[src/rtl/user_key_pkg.sv]
// Purpose: shared constants and types for the push-button peripheral.
// Latency: n/a (declarations only).
// Backpressure: n/a (declarations only).
// Optional feature macro: USER_KEY_RELEASE_EVENT_EN widens event/mask registers to 16 bits.
package user_key_pkg;

  localparam int NUM_KEYS      = 8;
  localparam int DB_CYCLES_DEF = 4;

  localparam logic [1:0] KEY_STATE_OFS = 2'd0;
  localparam logic [1:0] KEY_EVENT_OFS = 2'd1;
  localparam logic [1:0] IRQ_MASK_OFS  = 2'd2;

  // Width of KEY_EVENT / IRQ_MASK: press bits only, or press + release bits.
`ifdef USER_KEY_RELEASE_EVENT_EN
  localparam int EV_W = 2 * NUM_KEYS;
`else
  localparam int EV_W = NUM_KEYS;
`endif

  // Debounce state: synchronized level agrees with the accepted level, or not.
  typedef enum logic {
    DB_IDLE  = 1'b0,
    DB_COUNT = 1'b1
  } db_state_e;

endpackage

[src/rtl/key_debounce.sv]
// Purpose: synchronize and debounce one active-low push-button.
// Latency: a steady raw edge moves stable DB_CYCLES+2 clk_in edges later; rise/fall pulse on that same edge.
// Backpressure: none, free-running every cycle.
// Ports: clk_in/sys_rstn clock and async active-low reset; key_n raw button (0 = pressed);
//        stable debounced pressed level; rise/fall one-cycle pulses on stable 0->1 / 1->0.
// Optional feature macro: USER_KEY_RELEASE_EVENT_EN adds the fall output.
module key_debounce
  import user_key_pkg::*;
#(
  parameter int DB_CYCLES = DB_CYCLES_DEF,
  parameter int CNT_W     = 8
) (
  input  logic clk_in,
  input  logic sys_rstn,
  input  logic key_n,
  output logic stable,
  output logic rise
`ifdef USER_KEY_RELEASE_EVENT_EN
  ,
  output logic fall
`endif
);

  localparam logic [CNT_W-1:0] CNT_LAST = CNT_W'(DB_CYCLES - 1);

  logic             sync1;
  logic             keyn_s;
  logic             pressed_s;
  logic [CNT_W-1:0] cnt;
  db_state_e        state;

  assign pressed_s = ~keyn_s;
  assign state     = (pressed_s == stable) ? DB_IDLE : DB_COUNT;

  // Sync flops reset to 1 so an idle (released) key looks released immediately.
  always_ff @(posedge clk_in or negedge sys_rstn) begin
    if (!sys_rstn) begin
      sync1  <= 1'b1;
      keyn_s <= 1'b1;
    end else begin
      sync1  <= key_n;
      keyn_s <= sync1;
    end
  end

  always_ff @(posedge clk_in or negedge sys_rstn) begin
    if (!sys_rstn) begin
      cnt    <= '0;
      stable <= 1'b0;
      rise   <= 1'b0;
`ifdef USER_KEY_RELEASE_EVENT_EN
      fall   <= 1'b0;
`endif
    end else begin
      rise <= 1'b0;
`ifdef USER_KEY_RELEASE_EVENT_EN
      fall <= 1'b0;
`endif
      case (state)
        DB_IDLE: cnt <= '0;
        DB_COUNT: begin
          // The DB_CYCLES-th consecutive mismatched cycle accepts the new level.
          if (cnt == CNT_LAST) begin
            cnt    <= '0;
            stable <= pressed_s;
            rise   <= pressed_s;
`ifdef USER_KEY_RELEASE_EVENT_EN
            fall   <= ~pressed_s;
`endif
          end else begin
            cnt <= cnt + 1'b1;
          end
        end
        default: cnt <= '0;
      endcase
    end
  end

endmodule

[src/rtl/user_key_ctrl.sv]
// Purpose: bus-slave push-button controller with sticky W1C press events and masked level irq.
// Latency: key edge -> stable at DB_CYCLES+2 edges, event bit and irq at DB_CYCLES+3 edges; reads are combinational.
// Backpressure: none, writes complete in the strobe cycle and reads never stall.
// Ports: clk_in, sys_rstn (async active-low); user_key[7:0] raw active-low buttons;
//        addr/we/wdata register write port; rdata combinational read data; irq level interrupt.
// Optional feature macro: USER_KEY_RELEASE_EVENT_EN adds release events in KEY_EVENT[15:8] and IRQ_MASK[15:8].
module user_key_ctrl
  import user_key_pkg::*;
#(
  parameter int DB_CYCLES = DB_CYCLES_DEF,
  parameter int CNT_W     = 8
) (
  input  logic                clk_in,
  input  logic                sys_rstn,
  input  logic [NUM_KEYS-1:0] user_key,
  input  logic [1:0]          addr,
  input  logic                we,
  input  logic [31:0]         wdata,
  output logic [31:0]         rdata,
  output logic                irq
);

  logic [NUM_KEYS-1:0] key_stable;
  logic [NUM_KEYS-1:0] key_rise;
`ifdef USER_KEY_RELEASE_EVENT_EN
  logic [NUM_KEYS-1:0] key_fall;
`endif

  logic [EV_W-1:0] ev_q;
  logic [EV_W-1:0] mask_q;
  logic [EV_W-1:0] ev_set;
  logic [EV_W-1:0] ev_clr;
  logic [EV_W-1:0] ev_nxt;
  logic [EV_W-1:0] mask_nxt;
  logic            unused_wdata;

  for (genvar g = 0; g < NUM_KEYS; g++) begin : g_key
    key_debounce #(
      .DB_CYCLES (DB_CYCLES),
      .CNT_W     (CNT_W)
    ) u_db (
      .clk_in   (clk_in),
      .sys_rstn (sys_rstn),
      .key_n    (user_key[g]),
      .stable   (key_stable[g]),
      .rise     (key_rise[g])
`ifdef USER_KEY_RELEASE_EVENT_EN
      ,
      .fall     (key_fall[g])
`endif
    );
  end

`ifdef USER_KEY_RELEASE_EVENT_EN
  assign ev_set = {key_fall, key_rise};
`else
  assign ev_set = key_rise;
`endif

  assign ev_clr   = (we && addr == KEY_EVENT_OFS) ? wdata[EV_W-1:0] : '0;
  // Set is OR-ed after the clear so a simultaneous hardware event wins.
  assign ev_nxt   = (ev_q & ~ev_clr) | ev_set;
  assign mask_nxt = (we && addr == IRQ_MASK_OFS) ? wdata[EV_W-1:0] : mask_q;

  assign unused_wdata = ^wdata[31:EV_W];

  // irq uses next-state values so it rises on the same edge as the event bit.
  always_ff @(posedge clk_in or negedge sys_rstn) begin
    if (!sys_rstn) begin
      ev_q   <= '0;
      mask_q <= '0;
      irq    <= 1'b0;
    end else begin
      ev_q   <= ev_nxt;
      mask_q <= mask_nxt;
      irq    <= |(ev_nxt & mask_nxt);
    end
  end

  always_comb begin
    rdata = '0;
    case (addr)
      KEY_STATE_OFS: rdata = {{(32-NUM_KEYS){1'b0}}, key_stable};
      KEY_EVENT_OFS: rdata = {{(32-EV_W){1'b0}}, ev_q};
      IRQ_MASK_OFS:  rdata = {{(32-EV_W){1'b0}}, mask_q};
      default:       rdata = '0;
    endcase
  end

endmodule

[config.mk]
export PLATFORM = sky130hd
export DESIGN_NAME = user_key_ctrl
export DESIGN_NICKNAME = d
export VERILOG_FILES = /design/src/rtl/user_key_pkg.sv /design/src/rtl/key_debounce.sv /design/src/rtl/user_key_ctrl.sv
export SDC_FILE = /design/constraint.sdc
export NUM_CORES = 1
export LEC_CHECK = 0
export CORE_ASPECT_RATIO = 0.5
export CORE_UTILIZATION = 49
export CTS_CLUSTER_DIAMETER = 80
export DETAILED_ROUTE_END_ITERATION = 12
export PLACE_DENSITY = 0.78
export SETUP_SLACK_MARGIN = 0.2
export SLEW_MARGIN = 10
export SYNTH_ARGS = -nofsm -noshare
export SYNTH_HDL_FRONTEND = slang
export SYNTH_HIERARCHICAL = 1
export SYNTH_SLANG_ARGS = --single-unit
export TNS_END_PERCENT = 10
[constraint.sdc]
create_clock -name clk_in -period 1.7 [get_ports clk_in]
set_clock_uncertainty 0.1 [all_clocks]
set_input_delay 0.34 -clock clk_in [delete_from_list [all_inputs] [get_ports clk_in]]
set_output_delay 0.34 -clock clk_in [all_outputs]
set_load 0.02 [all_outputs]
==> results.md <==
- Status: completed
- Critical path peak fanout: 2
- Via/cell ratio: 5.44
- Slowest CP cell: dfrtp_1
- Hold Violations, Final: 0
- Chip height: 74.6 um
- CTS tree: built
- WL per Instance: 16.4 um
- Cell Pwr Density: 1520 mW/mm^2
- Crit. End Element: output pin
- Vias in the first global route: 3740
- Top-count cell post-synth: dfrtp_1
- Post-synth EDFFs: 0
- Final min period: 1.70 ns
- Die area: 0.0110 mm^2
- # port buffers: 29
- GP Congestion: 0.785
- Worst hold path class: in -> reg
- Share of cells above drive strength 1: 42.1%
- Power, Total: 10.8 mW
- Max-Cap Viols: 0
- CP required: 1.26 ns
- Gate count after technology mapping: 478
- DP HPWL: 6780 um
- Worst vdd ir: 0.908 mV
- H-tree levels: 4
- Fillers: 639
- Synth Cell Area: 0.00516 mm^2
- Synth Register Bits: 113
- Synth top area cells: dfrtp_1 (47%), dfstp_2 (8.1%), xor2_1 (4.1%)
- Cts bufs inserted: 17
- Clk buf depth: 2
- Top cell type's share of synthesized area: 47.0%
- Final setup fails: 0
- Ys async rst share: 100%
- Number of top-level pins: 78
- Initial Utilization: 50.5%
- Syn_area_per_cell: 10.8 um^2
- Row Count: 26
- Congestion Overflow GR: 0
- Leak: 3.01 nW
- Crit path cell chain: mux2i_2 > o21ai_2 > buf_6
- DRC: 0
- Crit path DAT: 1.26 ns
- Die Wd: 147 um
- F_max: 589 MHz
- Core area: 0.0102 mm^2
- Ys flop type: dfrtp_1
- Clk root buf: clkbuf_16
- Area grow syn2layout: 37.9%
- CP startpoint kind: flip-flop
- Nets@finish: 636
- Synth warn: 6
- First-pass GRT wire length: 17600 um
- Combined area of the multi-input logic cells: 0.00261 mm^2
- Worst-Skew Late Latency: 0.41 ns
- Largest net degree at the start of global routing: 42
- Initial antenna violation count: 0
- Routed Antenna Nets: 0
- Slew Viols, Final: 0
- N_diodes: 0
- Routed wire length: 12100 um
- Fin Setup TNS: 0 ns
- Total number of vias: 4005
- Critical path class: reg -> out
- Final period utilization: 99.9%
- Global Route Usage Sum: 21.2%
- Synth area leader: dfrtp_1
- CP max stage delay: 0.42 ns
- Commonest cells in the synthesized netlist: dfrtp_1 (97), nor2_1 (40), o21ai_0 (37)
- Post-layout util: 69.7%
- FF/Latch Area: 0.00285 mm^2
- # clock sinks: 113
- Initial DRC count: 210
- Number of detailed-route iterations in the first pass: 4
- Clock slew at reported path FFs: 0.05 ns
- RSZ-0062 raised after global routing: true
- Register area share after synthesis: 55.2%
- Synth cell types: 33
## sequential cells by signal (all words and copies together) (netlist names)
name / flops
g_key.u_db/cnt: 64
g_key.u_db/rise: 8
mask_q: 8
ev_q: 8
g_key.u_db/sync1: 8
g_key.u_db/keyn_s: 8
g_key.u_db/stable: 8
irq: 1
## cells by family (layout without fill, tap and decap cells)
| group | count (synthesis) | in the layout | synth area share [%] |
|---|---|---|---|
| simple gates | 164 | 164 | 17.7 |
| flops | 113 | 113 | 55.2 |
| compound gates | 92 | 92 | 9.60 |
| buf+inv | 44 | 139 | 5.14 |
| xor+xnor | 40 | 40 | 6.79 |
| mux | 16 | 16 | 3.59 |
| fa+ha+maj | 8 | 8 | 1.94 |
| other cells | 1 | 24 | 0.0726 |
## power by group
group | switching (mW) | internal, mW | leakage, nW | total, mW
registers | 0.345 | 3.17 | 1.46 | 3.51
logic | 1.86 | 1.76 | 1.27 | 3.62
clock network | 1.24 | 2.44 | 0.280 | 3.68
total | 3.44 | 7.37 | 3.01 | 10.8
## path summary, 6_finish.rpt
| check | to | slack, ns | from | cells after the start |
|---|---|---|---|---|
| min in group asynchronous | g_key[4].u_db/cnt[7] | 0.28 | sys_rstn | 2 |
| setup reg to reg | g_key[2].u_db/rise | 0.02 | g_key[2].u_db/cnt[6] | 3 |
| hold reg to reg | g_key[1].u_db/keyn_s | 0.25 | g_key[1].u_db/sync1 | 0 |
| hold / removal | g_key[3].u_db/sync1 | 0.23 | user_key[3] | 1 |
| setup / recovery | rdata[7] | 0.001 | g_key[7].u_db/stable | 3 |
| max in group asynchronous | g_key[7].u_db/keyn_s | 0.61 | sys_rstn | 3 |
## stage by stage
step	hold slack, ns	instances	cell area [um^2]	setup WS, ns
2_1_floorplan	-0.0556	501	5320	0.130
3_3_place_gp	0.173	693	5980	-0.671
3_5_place_dp	0.174	693	5980	-0.688
4_1_cts	0.223	730	6670	0.0241
5_1_grt	0.232	736	7120	-0.0349
6_report	0.231	736	7120	0.00130
## layer usage
metal	routed length, um	global-route usage, %	vias up
li1	-	-	1856
met2	6070	36.1	103
met3	462	5.34	35
met4	388	12.6	0
met1	5130	25.2	2011
met5	0	0	-
## area by class of cell
type                    instances  area share, %
clock buffers                  22           6.24
flip-flops and latches        113           40.0
well taps                     140           2.46
inverters                      16          0.843
multi-input cells             344           36.7
clock inverters                10           2.25
repair buffers                 91           11.5
## layout by cell type (no fill, tap or decap), drive strengths merged, types with 9 or more instances in the layout
cell / synthesis / routed
dfrtp: 97 / 97
nor2: 40 / 40
o21ai: 56 / 56
conb: 1 / 24
xnor2: 16 / 16
nand4: 9 / 9
buf: 27 / 71
nand2: 16 / 16
clkdlybuf4s50: 0 / 16
clkbuf: 1 / 23
xor2: 24 / 24
inv: 16 / 16
or3: 24 / 24
dfstp: 16 / 16
a21oi: 24 / 24
nand3: 32 / 32
## what timing repair did
item / 4_1_cts / 5_1_grt
hold buffers: 1 / 0
cloned: 1 / 0
endpoints found under the setup margin: 74 / 74
pin swaps: 7 / 68
endpoints found under the hold margin: 19 / 0
resized for setup: 67 / 112
buffers inserted: 3 / 6
## worst max-delay path, delay by kind of cell (launching register included)
kind	cells	cell delay, ns
AO/OA/AOI/OAI	1	0.09
buffers and inverters	1	0.13
flip-flops	1	0.42
multiplexers	1	0.20
Note: power is estimated with default switching activity, not from simulation.
==> patch: new RTL, same settings <==
`CNT_W` is set to 8 in 2 places; all go to 10.
--- a/src/rtl/key_debounce.sv
+++ b/src/rtl/key_debounce.sv
@@ -9,5 +9,5 @@
 #(
   parameter int DB_CYCLES = DB_CYCLES_DEF,
-  parameter int CNT_W     = 8
+  parameter int CNT_W     = 10
 ) (
   input  logic clk_in,
--- a/src/rtl/user_key_ctrl.sv
+++ b/src/rtl/user_key_ctrl.sv
@@ -9,5 +9,5 @@
 #(
   parameter int DB_CYCLES = DB_CYCLES_DEF,
-  parameter int CNT_W     = 8
+  parameter int CNT_W     = 10
 ) (
   input  logic                clk_in,
Behaviour: no difference found for any inputs over 10 cycles, from zero or initial values and one cycle with sys_rstn low; that may be too few to reach the edited logic, so the function may still have changed.
==> patch against the unedited design <==
The flow now finishes with violations (setup timing); core utilization hardly changed; sequential cell count is 16 higher; register-to-register slack worse by 96 ps; total power is 6.8% higher; first-iteration DRC count is 97% higher; non-clock buffer count is 34 higher; area after synthesis is 19% higher; wire length is 37% higher; setup slack worse by 77 ps; combinational power is 8.3% higher; critical path depth stayed put; final area is 18% higher; global-route usage is 4.0 points higher.
==> patch: results (changes against the unedited design) <==
[status]
status=complete, but fails checks  ; was finished, final reports clean
violations=setup timing

[place]
place_area_mm2=0.007282  ; was 0.005984 mm²
dp.cells=829  ; was 693
portBuffers=29  ; unchanged
hpwl_mm=9.392  ; was 6.780 mm
pre_cts_slack_ps=-739.2  ; was -687.5 ps
gp_congestion=0.8148  ; was 0.7849

[worst_hold_path]
min_path_type=in -> reg  ; unchanged
min_path_cells=1  ; unchanged
whs_endpoint=g_key[1].u_db/sync1$_DFF_PN1_  ; was g_key[3].u_db/sync1$_DFF_PN1_
min-delay-start=user_key[1]  ; was user_key[3]

[worst_setup_path]
r2r_cells=3  ; unchanged
r2r_end=g_key[4].u_db/cnt[1]$_DFF_PN0_  ; was g_key[2].u_db/rise$_DFF_PN0_
max_stage_delay_ps=580  ; was 420 ps
r2r_start=g_key[4].u_db/cnt[7]$_DFF_PN0_  ; was g_key[2].u_db/cnt[6]$_DFF_PN0_
worst-path-max-fanout=3  ; was 2
slowest_stage=or4_4  ; was dfrtp_1

[synthesis]
synth_commonest_cells=dfrtp_1, a21oi_1, o21ai_0  ; was dfrtp_1, nor2_1, o21ai_0
yosysWarnings=6  ; unchanged
async_reset_ff_share_pct=100.0  ; unchanged
yosys-top-cells-area=dfrtp_1, dfstp_2, xnor2_1  ; was dfrtp_1, dfstp_2, xor2_1
ys_types=39  ; was 33
yosys.area_share.adder_pct=1.632  ; was 1.939%
avgSynthCellArea_um2=10.99  ; was 10.80 µm²
muxShareOfSynthArea_pct=3.019  ; was 3.587%
seq_area_frac_synth_pct=52.96  ; was 55.16%
yosys.area_share.xor_xnor_pct=4.570  ; was 6.786%
synth_compound_area_share_pct=13.46  ; was 9.598%

[cells_and_area]
drive_gt1_share_pct=41.69  ; was 42.11%
top_register=g_key.u_db/cnt  ; unchanged
fin_nets=750  ; was 636
fill_cells=762  ; was 639
n_antenna_cell=0  ; unchanged
largest_register_ffs=80  ; was 64

[sta]
fin_ws_ps=-75.70  ; was 1.301 ps
worst_slew_pin_slew_ps=492.8
setup_violations=23  ; was 0

[global_routing]
grt_usage_pct=25.23  ; was 21.19%
grt_max_degree=33  ; was 42
antenna_found_initial=0  ; unchanged
grt_pass1_wl_mm=24.94  ; was 17.62 mm

[detailed_routing]
wl_mm=16.56  ; was 12.05 mm
routed_via_density=5.869  ; was 5.442
dr.pass1.iters=5  ; was 4
dr_total_vias=5135  ; was 4005
first_iter_violations=413  ; was 210

[pwr]
power.net_switching_mw=3.788  ; was 3.445 mW
peakVddDrop_mv=0.9117  ; was 0.9084 mV
p_leak_nw=3.492  ; was 3.013 nW

[clock_network]
worstSkewPairLatency_ps=420
cts_max_level=4  ; unchanged
cts_buffers=17  ; unchanged
cts-root-buf=clkbuf_16  ; unchanged

patch: cell count changes in the layout (fill, tap and decap cells not counted), sizes merged, moves of 8 or more:
cell and delta:
nor2 -8, xnor2 +8, nand2 +8, or3 +16
o31ai +24, buf +34, o21ai -8, dfrtp +16
a21oi +16, nand4 +8, xor2 -16, or4 +8
and2 +8
patch: how the worst max path moves through the flow:
stage                     slack, ps                      startpoint                             end  cells past startpoint
final                           -80  g_key[4].u_db/cnt[7]$_DFF_PN0_  g_key[4].u_db/cnt[1]$_DFF_PN0_                      3
after global routing           -110               ev_q[4]$_DFF_PN0_                        rdata[4]                      3
after CTS                       -20  g_key[7].u_db/cnt[7]$_DFF_PN0_  g_key[7].u_db/cnt[1]$_DFF_PN0_                      3
after detailed placement       -740                         addr[0]                        rdata[7]                      5
after global placement         -730                         addr[0]                        rdata[7]                      5
after floorplan                  20  g_key[0].u_db/cnt[0]$_DFF_PN0_  g_key[0].u_db/cnt[1]$_DFF_PN0_                      4
patch: layout make-up:
type                    count  area, µm²  area share (%)
inverters                  16      60.06          0.7165
multi-input cells         408       3168           37.80
clock inverters            11      130.1           1.552
repair buffers            125       1087           12.97
well taps                 165      206.4           2.463
clock buffers              21      480.5           5.732
flip-flops and latches    129       3249           38.77
patch: cell families after synthesis:
kind of cell	Yosys count
flip-flops	129
buffers and inverters	44
multiplexers	16
AND/OR/NAND/NOR	204
AO/OA/AOI/OAI	124
other	1
XOR/XNOR	32
adder cells (fa/ha/maj)	8
patch: what timing repair did:
action | in CTS | in global routing
hold buffers | 1 | 0
endpoints found under the hold margin | 15 | 0
setup endpoints to repair | 98 | 97
pin swaps | 31 | 30
resized for setup | 124 | 37
setup buffers | 10 | 3
patch: power groups by stage:
stage | logic [mW] | clock network [mW] | registers, mW
finish | 3.92 | 3.69 | 3.94
global route | 4.14 | 3.87 | 3.98
CTS | 3.52 | 3.72 | 3.90
detailed placement | 2.98 | 0 | 3.94
global placement | 2.86 | 0 | 3.91
floorplan | 1.50 | 0 | 4.00
patch: metrics by stage:
stage                     hold WS, ps  TNS [ps]
after detailed placement        169.8     -7687
after global placement          168.7     -7012
after global routing            211.1     -2253
after floorplan                -55.59         0
after CTS                       215.6    -107.4
final                           224.2    -832.8
patch: critical path: cells and delay by family, from the launching register on:
kind	cells	cell delay, ps
flops	1	380
simple gates	3	1190
patch: routing by layer:
layer,track usage (%),vias up,share of wire [%]
met5,0,-,0
met3,6.384,52,4.1
met1,28.69,2605,40
met4,12.19,0,3.5
li1,-,2273,-
met2,45.57,205,52
